**config.mk**
```make
export PLATFORM = sky130hd
export DESIGN_NAME = usb_rx_line_decoder
export DESIGN_NICKNAME = d
export VERILOG_FILES = /design/src/rtl/usb_rx_line_decoder.sv
export SDC_FILE = /design/constraint.sdc
export NUM_CORES = 1
export LEC_CHECK = 0
export ABC_AREA = 1
export CORE_MARGIN = 8
export CORE_UTILIZATION = 53
export DETAILED_ROUTE_END_ITERATION = 8
export GPL_TIMING_DRIVEN = 0
export PLACE_DENSITY_LB_ADDON = 0.05
export SYNTH_ARGS = -nofsm -noshare
export SYNTH_HDL_FRONTEND = slang
export SYNTH_SLANG_ARGS = --single-unit
```
**constraint.sdc**
```tcl
create_clock -name clk -period 3.8 [get_ports clk]
set_input_delay 1.14 -clock clk [delete_from_list [all_inputs] [get_ports clk]]
set_output_delay 1.14 -clock clk [all_outputs]
set_load 0.005 [all_outputs]
```
**src/rtl/usb_rx_line_decoder.sv**
```systemverilog
// Receive-side USB line decoder: samples DP/DM once per bit, hunts for SYNC,
// forwards raw J/K levels, validates EOP and reports line/overflow/timeout errors.
module usb_rx_line_decoder #(
  parameter int SYNC_PAIRS   = 3,
  parameter int MAX_BITS     = 88,
  parameter int EOP_SE0      = 2,
  parameter int HUNT_TIMEOUT = 32,
  parameter int CNT_W        = 8
) (
  input  logic             clk,
  input  logic             rst_n,
  input  logic [1:0]       i_bus_in,
  input  logic             i_tx_active,
  input  logic             i_arm,
  input  logic             i_err_ack,
  output logic             o_busy,
  output logic             o_sop,
  output logic             o_bit_valid,
  output logic             o_bit_out,
  output logic             o_eop,
  output logic             o_err,
  output logic [1:0]       o_err_code,
  output logic [CNT_W-1:0] o_bit_count
);

  typedef enum logic [2:0] {S_IDLE, S_HUNT, S_SYNC, S_DATA, S_EOP, S_ERROR} state_e;
  typedef enum logic [1:0] {ERR_NONE = 2'b00, ERR_LINE = 2'b01,
                            ERR_OVF  = 2'b10, ERR_TMO  = 2'b11} err_code_e;

  localparam logic [1:0] SYM_J = 2'b10;
  localparam logic [1:0] SYM_K = 2'b01;
  localparam logic [1:0] SYM_SE0 = 2'b00;

  // SYNC is 2*SYNC_PAIRS alternating K/J symbols followed by two Ks.
  localparam int IDX_W = $clog2(2 * SYNC_PAIRS + 2);
  localparam logic [IDX_W-1:0] IDX_PAIRS = IDX_W'(2 * SYNC_PAIRS);
  localparam logic [IDX_W-1:0] IDX_LAST  = IDX_W'(2 * SYNC_PAIRS + 1);
  localparam int SE0_W = $clog2(EOP_SE0 + 2);
  localparam logic [SE0_W-1:0] SE0_MAX = SE0_W'(EOP_SE0);
  localparam logic [CNT_W-1:0] MAX_CNT = CNT_W'(MAX_BITS);
  localparam logic [CNT_W-1:0] TMO_LAST = CNT_W'(HUNT_TIMEOUT - 1);

  state_e           r_state;
  err_code_e        r_err_code;
  logic [IDX_W-1:0] r_idx;
  logic [SE0_W-1:0] r_se0;
  logic [CNT_W-1:0] r_tmo;
  logic [CNT_W-1:0] r_bit_count;
  logic             r_busy, r_sop, r_bit_valid, r_bit_out, r_eop, r_err;

  logic w_is_j, w_is_k, w_is_se0, w_expect_j, w_sync_match;

  assign w_is_j       = (i_bus_in == SYM_J);
  assign w_is_k       = (i_bus_in == SYM_K);
  assign w_is_se0     = (i_bus_in == SYM_SE0);
  assign w_expect_j   = (r_idx < IDX_PAIRS) && r_idx[0];
  assign w_sync_match = w_expect_j ? w_is_j : w_is_k;

  // NOTE: all state lives in one clocked block with non-blocking assignments,
  // so every register updates from the same pre-edge values.
  always_ff @(posedge clk or negedge rst_n) begin
    if (!rst_n) begin
      r_state     <= S_IDLE;
      r_err_code  <= ERR_NONE;
      r_idx       <= '0;
      r_se0       <= '0;
      r_tmo       <= '0;
      r_bit_count <= '0;
      r_busy      <= 1'b0;
      r_sop       <= 1'b0;
      r_bit_valid <= 1'b0;
      r_bit_out   <= 1'b0;
      r_eop       <= 1'b0;
      r_err       <= 1'b0;
    end else begin
      r_sop       <= 1'b0;
      r_bit_valid <= 1'b0;
      r_eop       <= 1'b0;
      // While our own transmitter drives the bus everything freezes.
      if (!i_tx_active) begin
        case (r_state)
          S_IDLE: if (i_arm) begin
            r_state <= S_HUNT;
            r_tmo   <= '0;
            r_busy  <= 1'b1;
          end
          S_HUNT: begin
            if (w_is_k) begin
              r_state <= S_SYNC;
              r_idx   <= IDX_W'(1);
            end else if (r_tmo == TMO_LAST) begin
              r_state    <= S_ERROR;
              r_err      <= 1'b1;
              r_err_code <= ERR_TMO;
            end else begin
              r_tmo <= r_tmo + CNT_W'(1);
            end
          end
          S_SYNC: begin
            if (!w_sync_match) begin
              r_state <= S_HUNT;
            end else if (r_idx == IDX_LAST) begin
              r_state     <= S_DATA;
              r_sop       <= 1'b1;
              r_bit_count <= '0;
            end else begin
              r_idx <= r_idx + IDX_W'(1);
            end
          end
          S_DATA: begin
            if (w_is_j || w_is_k) begin
              if (r_bit_count == MAX_CNT) begin
                r_state    <= S_ERROR;
                r_err      <= 1'b1;
                r_err_code <= ERR_OVF;
              end else begin
                r_bit_valid <= 1'b1;
                r_bit_out   <= w_is_j;
                r_bit_count <= r_bit_count + CNT_W'(1);
              end
            end else if (w_is_se0) begin
              r_state <= S_EOP;
              r_se0   <= SE0_W'(1);
            end else begin
              r_state    <= S_ERROR;
              r_err      <= 1'b1;
              r_err_code <= ERR_LINE;
            end
          end
          S_EOP: begin
            if (w_is_se0 && (r_se0 != SE0_MAX)) begin
              r_se0 <= r_se0 + SE0_W'(1);
            end else if (w_is_j && (r_se0 == SE0_MAX)) begin
              r_state <= S_IDLE;
              r_eop   <= 1'b1;
              r_busy  <= 1'b0;
            end else begin
              r_state    <= S_ERROR;
              r_err      <= 1'b1;
              r_err_code <= ERR_LINE;
            end
          end
          S_ERROR: if (i_err_ack) begin
            r_state    <= S_IDLE;
            r_err      <= 1'b0;
            r_err_code <= ERR_NONE;
            r_busy     <= 1'b0;
          end
          default: r_state <= S_IDLE;
        endcase
      end
    end
  end

  assign o_busy      = r_busy;
  assign o_sop       = r_sop;
  assign o_bit_valid = r_bit_valid;
  assign o_bit_out   = r_bit_out;
  assign o_eop       = r_eop;
  assign o_err       = r_err;
  assign o_err_code  = r_err_code;
  assign o_bit_count = r_bit_count;

endmodule
```
==> reports/summary.txt <==
register area - 800.8 um^2
FMAX - 0.3769 GHz
fraction of layout cells with a size suffix above 1 - 0.1692
RSZ-0062 raised after global routing - no
global-route wire length before repair - 8162 um
Setup crit end - o_bit_count[6]
Crit path top cell by count - nand2_1
FFs w/ async S/R, synth - 1.000
dpl ws - 856.6 ps
Final TNS setup - 0 ps
core footprint - 4000 um^2
post_cts resized - 0
number of remaining DRC errors - 0
CTS clk-pin slew, worst paths - 70 ps
fin crit period - 2653 ps
Post-layout nets - 347
largest net degree at the start of global routing - 33
required time worst endpoint - 3980 ps
Final Hold Vio Count - 0
worst path bufs/invs - 3
Main synth FF type - dfrtp_1
initial antenna violation count - 0
Post CTS Setup Buffer Count - 0
Avg Vias per Cell - 5.060
IR drop worst, VDD - 346.0 uV
Multi-input gate area - 1206 um^2
RR Startpoint - o_bit_count[0]
filler instances - 385
crit path max-delay cell type - clkdlybuf4s50_1
top cells by area, synth - dfrtp_1, nand2_1, nand3_1
die area - 6492 um^2
Synth top area share - 0.3624
Final WS setup - 1147 ps
gr usage total - 0.1551
Pwr Density - 568.8 nW/um^2
Die Span Y - 80.57 um
status - finished, final reports clean
register area share after synthesis - 0.3624
Reg2Reg Depth - 11
Clk Latency, worst-skew pair - 290 ps
H-tree depth - 2
GRT Residual Overflow - 0
Netlist cell types - 30
period utilization - 0.6983
Leak - 1.313 nW
Port Buffer Count - 22
worst path cell trace - clkdlybuf4s50_1, inv_1, ha_1, nand4_1, nand2_1, nand2_1, nor2_2, nand2_2, buf_6, nand2_1, o21ai_2
Avg Inst Size Synth - 7.341 um^2
max_cap viols - 0
dpl hpwl - 3506 um
clock buffer depth - 2
vias - 1928
CTS tree - done
setup violators final - 0
RR Endpoint - o_bit_count[6]
leading cell types in the layout, fill and taps excluded - nand2_1, nor2_1, dfrtp_1
DR iter-0 viols - 97
clock sinks - 32
Post-Route WL - 4594 um
leading area contributor after synthesis - dfrtp_1
commonest non-fill, non-tap cell in the layout - nand2_1
kind of cell adding the most delay to the critical path - buffers and inverters
CP Capture Type - flop
Post-Syn Area - 2210 um^2
# IOs - 23
min-delay worst type - flop to flop
worst-path fanout max - 10
drt first pass iters - 4
critical path data arrival time - 2830 ps
Worst Tran Pin Value - 716.0 ps
crit-path max cell delay - 480 ps
Post-synth EDFFs - 0
WS Path Type - input port to flop
CP Launch Point - i_bus_in[0]
Diodes inserted - 0
CP startpoint kind - input port
vias in the first global route - 1844
Post-Syn Nets - 318
RePlAce Congestion - 0.9380
Crit path depth - 11
#FFs+latches synth - 32
Max Slew Vio Count - 0
number of buffers created by CTS - 5
FF-to-FF setup slack - 2170 ps
DRT antenna net count - 0
area grow syn2layout - 17.44%
post-synthesis cell count - 301
# rows - 23
Initial Util - 0.5524
die width - 80.57 um
Ys Warns - 0
CTS root buffer - clkbuf_8
Wirelength per Cell - 12.06 um
Slew headroom - 0.5227
cts hold-fix bufs - 0
Clock Skew - 12.57 ps
sequential cells by signal (all words and copies together), names as in the netlist:
register and cells:
o_bit_out 1, o_sop 1, r_state 3, o_bit_valid 1, o_err_code 2, o_eop 1, o_err 1, o_bit_count 8
r_tmo 8, o_busy 1, r_idx 3, r_se0 2
cells in the mapped netlist, types with 2 or more instances:
cell type,count
a21oi_1,2
buf_6,4
dfrtp_1,32
ha_1,10
inv_1,31
inv_2,3
nand2_1,95
nand2_2,8
nand2_4,3
nand3_1,26
nand3b_1,2
nand4_1,2
nor2_1,33
nor2_2,4
nor2_4,3
o21ai_0,14
o21ai_2,14
or2_2,3
per-stage QoR:
step                      hold WS [ps]  cell area (um^2)  std cells  power, mW  utilization
after global placement           461.1              2492        373      1.159       0.6231
after global routing             486.6              2595        381      1.607       0.6487
after floorplan                  465.4              2210        301     0.9744            -
after detailed placement         462.6              2487        373      1.165       0.6218
after CTS                        480.0              2595        381      1.488       0.6487
final                            477.5              2595        381      1.476       0.6487
power breakdown:
part           leakage, nW  internal, mW  switching, mW  total (mW)
registers            0.426         0.413         0.0418       0.455
clock network       0.0552         0.195          0.128       0.322
logic                0.832         0.267          0.432       0.699
layer usage:
layer  up-vias  part of all wire  track usage
li1       1006                 -            -
met1       883              0.48       0.2013
met2        33              0.47       0.2494
met3         6             0.042      0.03683
met4         0             0.010      0.04182
met5         -                 0            0
layout make-up:
cell class / instances / share of cell area
inverters: 36 / 0.05497
plain buffers: 5 / 0.02314
repair buffers: 22 / 0.08293
multi-input cells: 228 / 0.4648
well taps: 50 / 0.02411
flip-flops and latches: 32 / 0.3086
clock buffers: 6 / 0.02797
clock inverters: 2 / 0.01350
worst min path at each step:
stage / startpoint / endpoint / cells after the start / slack (ps)
floorplan: o_err / o_err / 2 / 470
finish: o_bit_out / o_bit_out / 2 / 480
detailed placement: o_err_code[0] / o_err_code[0] / 2 / 460
global placement: o_err_code[0] / o_err_code[0] / 2 / 460
global route: o_err / o_err / 2 / 490
CTS: o_err_code[0] / o_err_code[0] / 2 / 480
cells by family (layout without fill, tap and decap cells):
| logic type | Yosys count | in the layout | share of synthesized area |
|---|---|---|---|
| simple gates | 182 | 182 | 0.3765 |
| buf+inv | 41 | 71 | 0.09173 |
| compound gates | 34 | 34 | 0.1048 |
| flops | 32 | 32 | 0.3624 |
| fa+ha+maj | 10 | 10 | 0.05663 |
| xor+xnor | 2 | 2 | 0.007929 |
worst register-to-register path, stage by stage (launching register included):
cell,delay [ps]
dfrtp_1,410
inv_1,80
ha_1,200
nand2_1,60
nor2_1,40
nand2_1,140
nor2_1,70
nor2_2,90
nand2_2,130
buf_6,190
nand2_1,70
o21ai_2,50
Power figures use the tool's default switching activity.
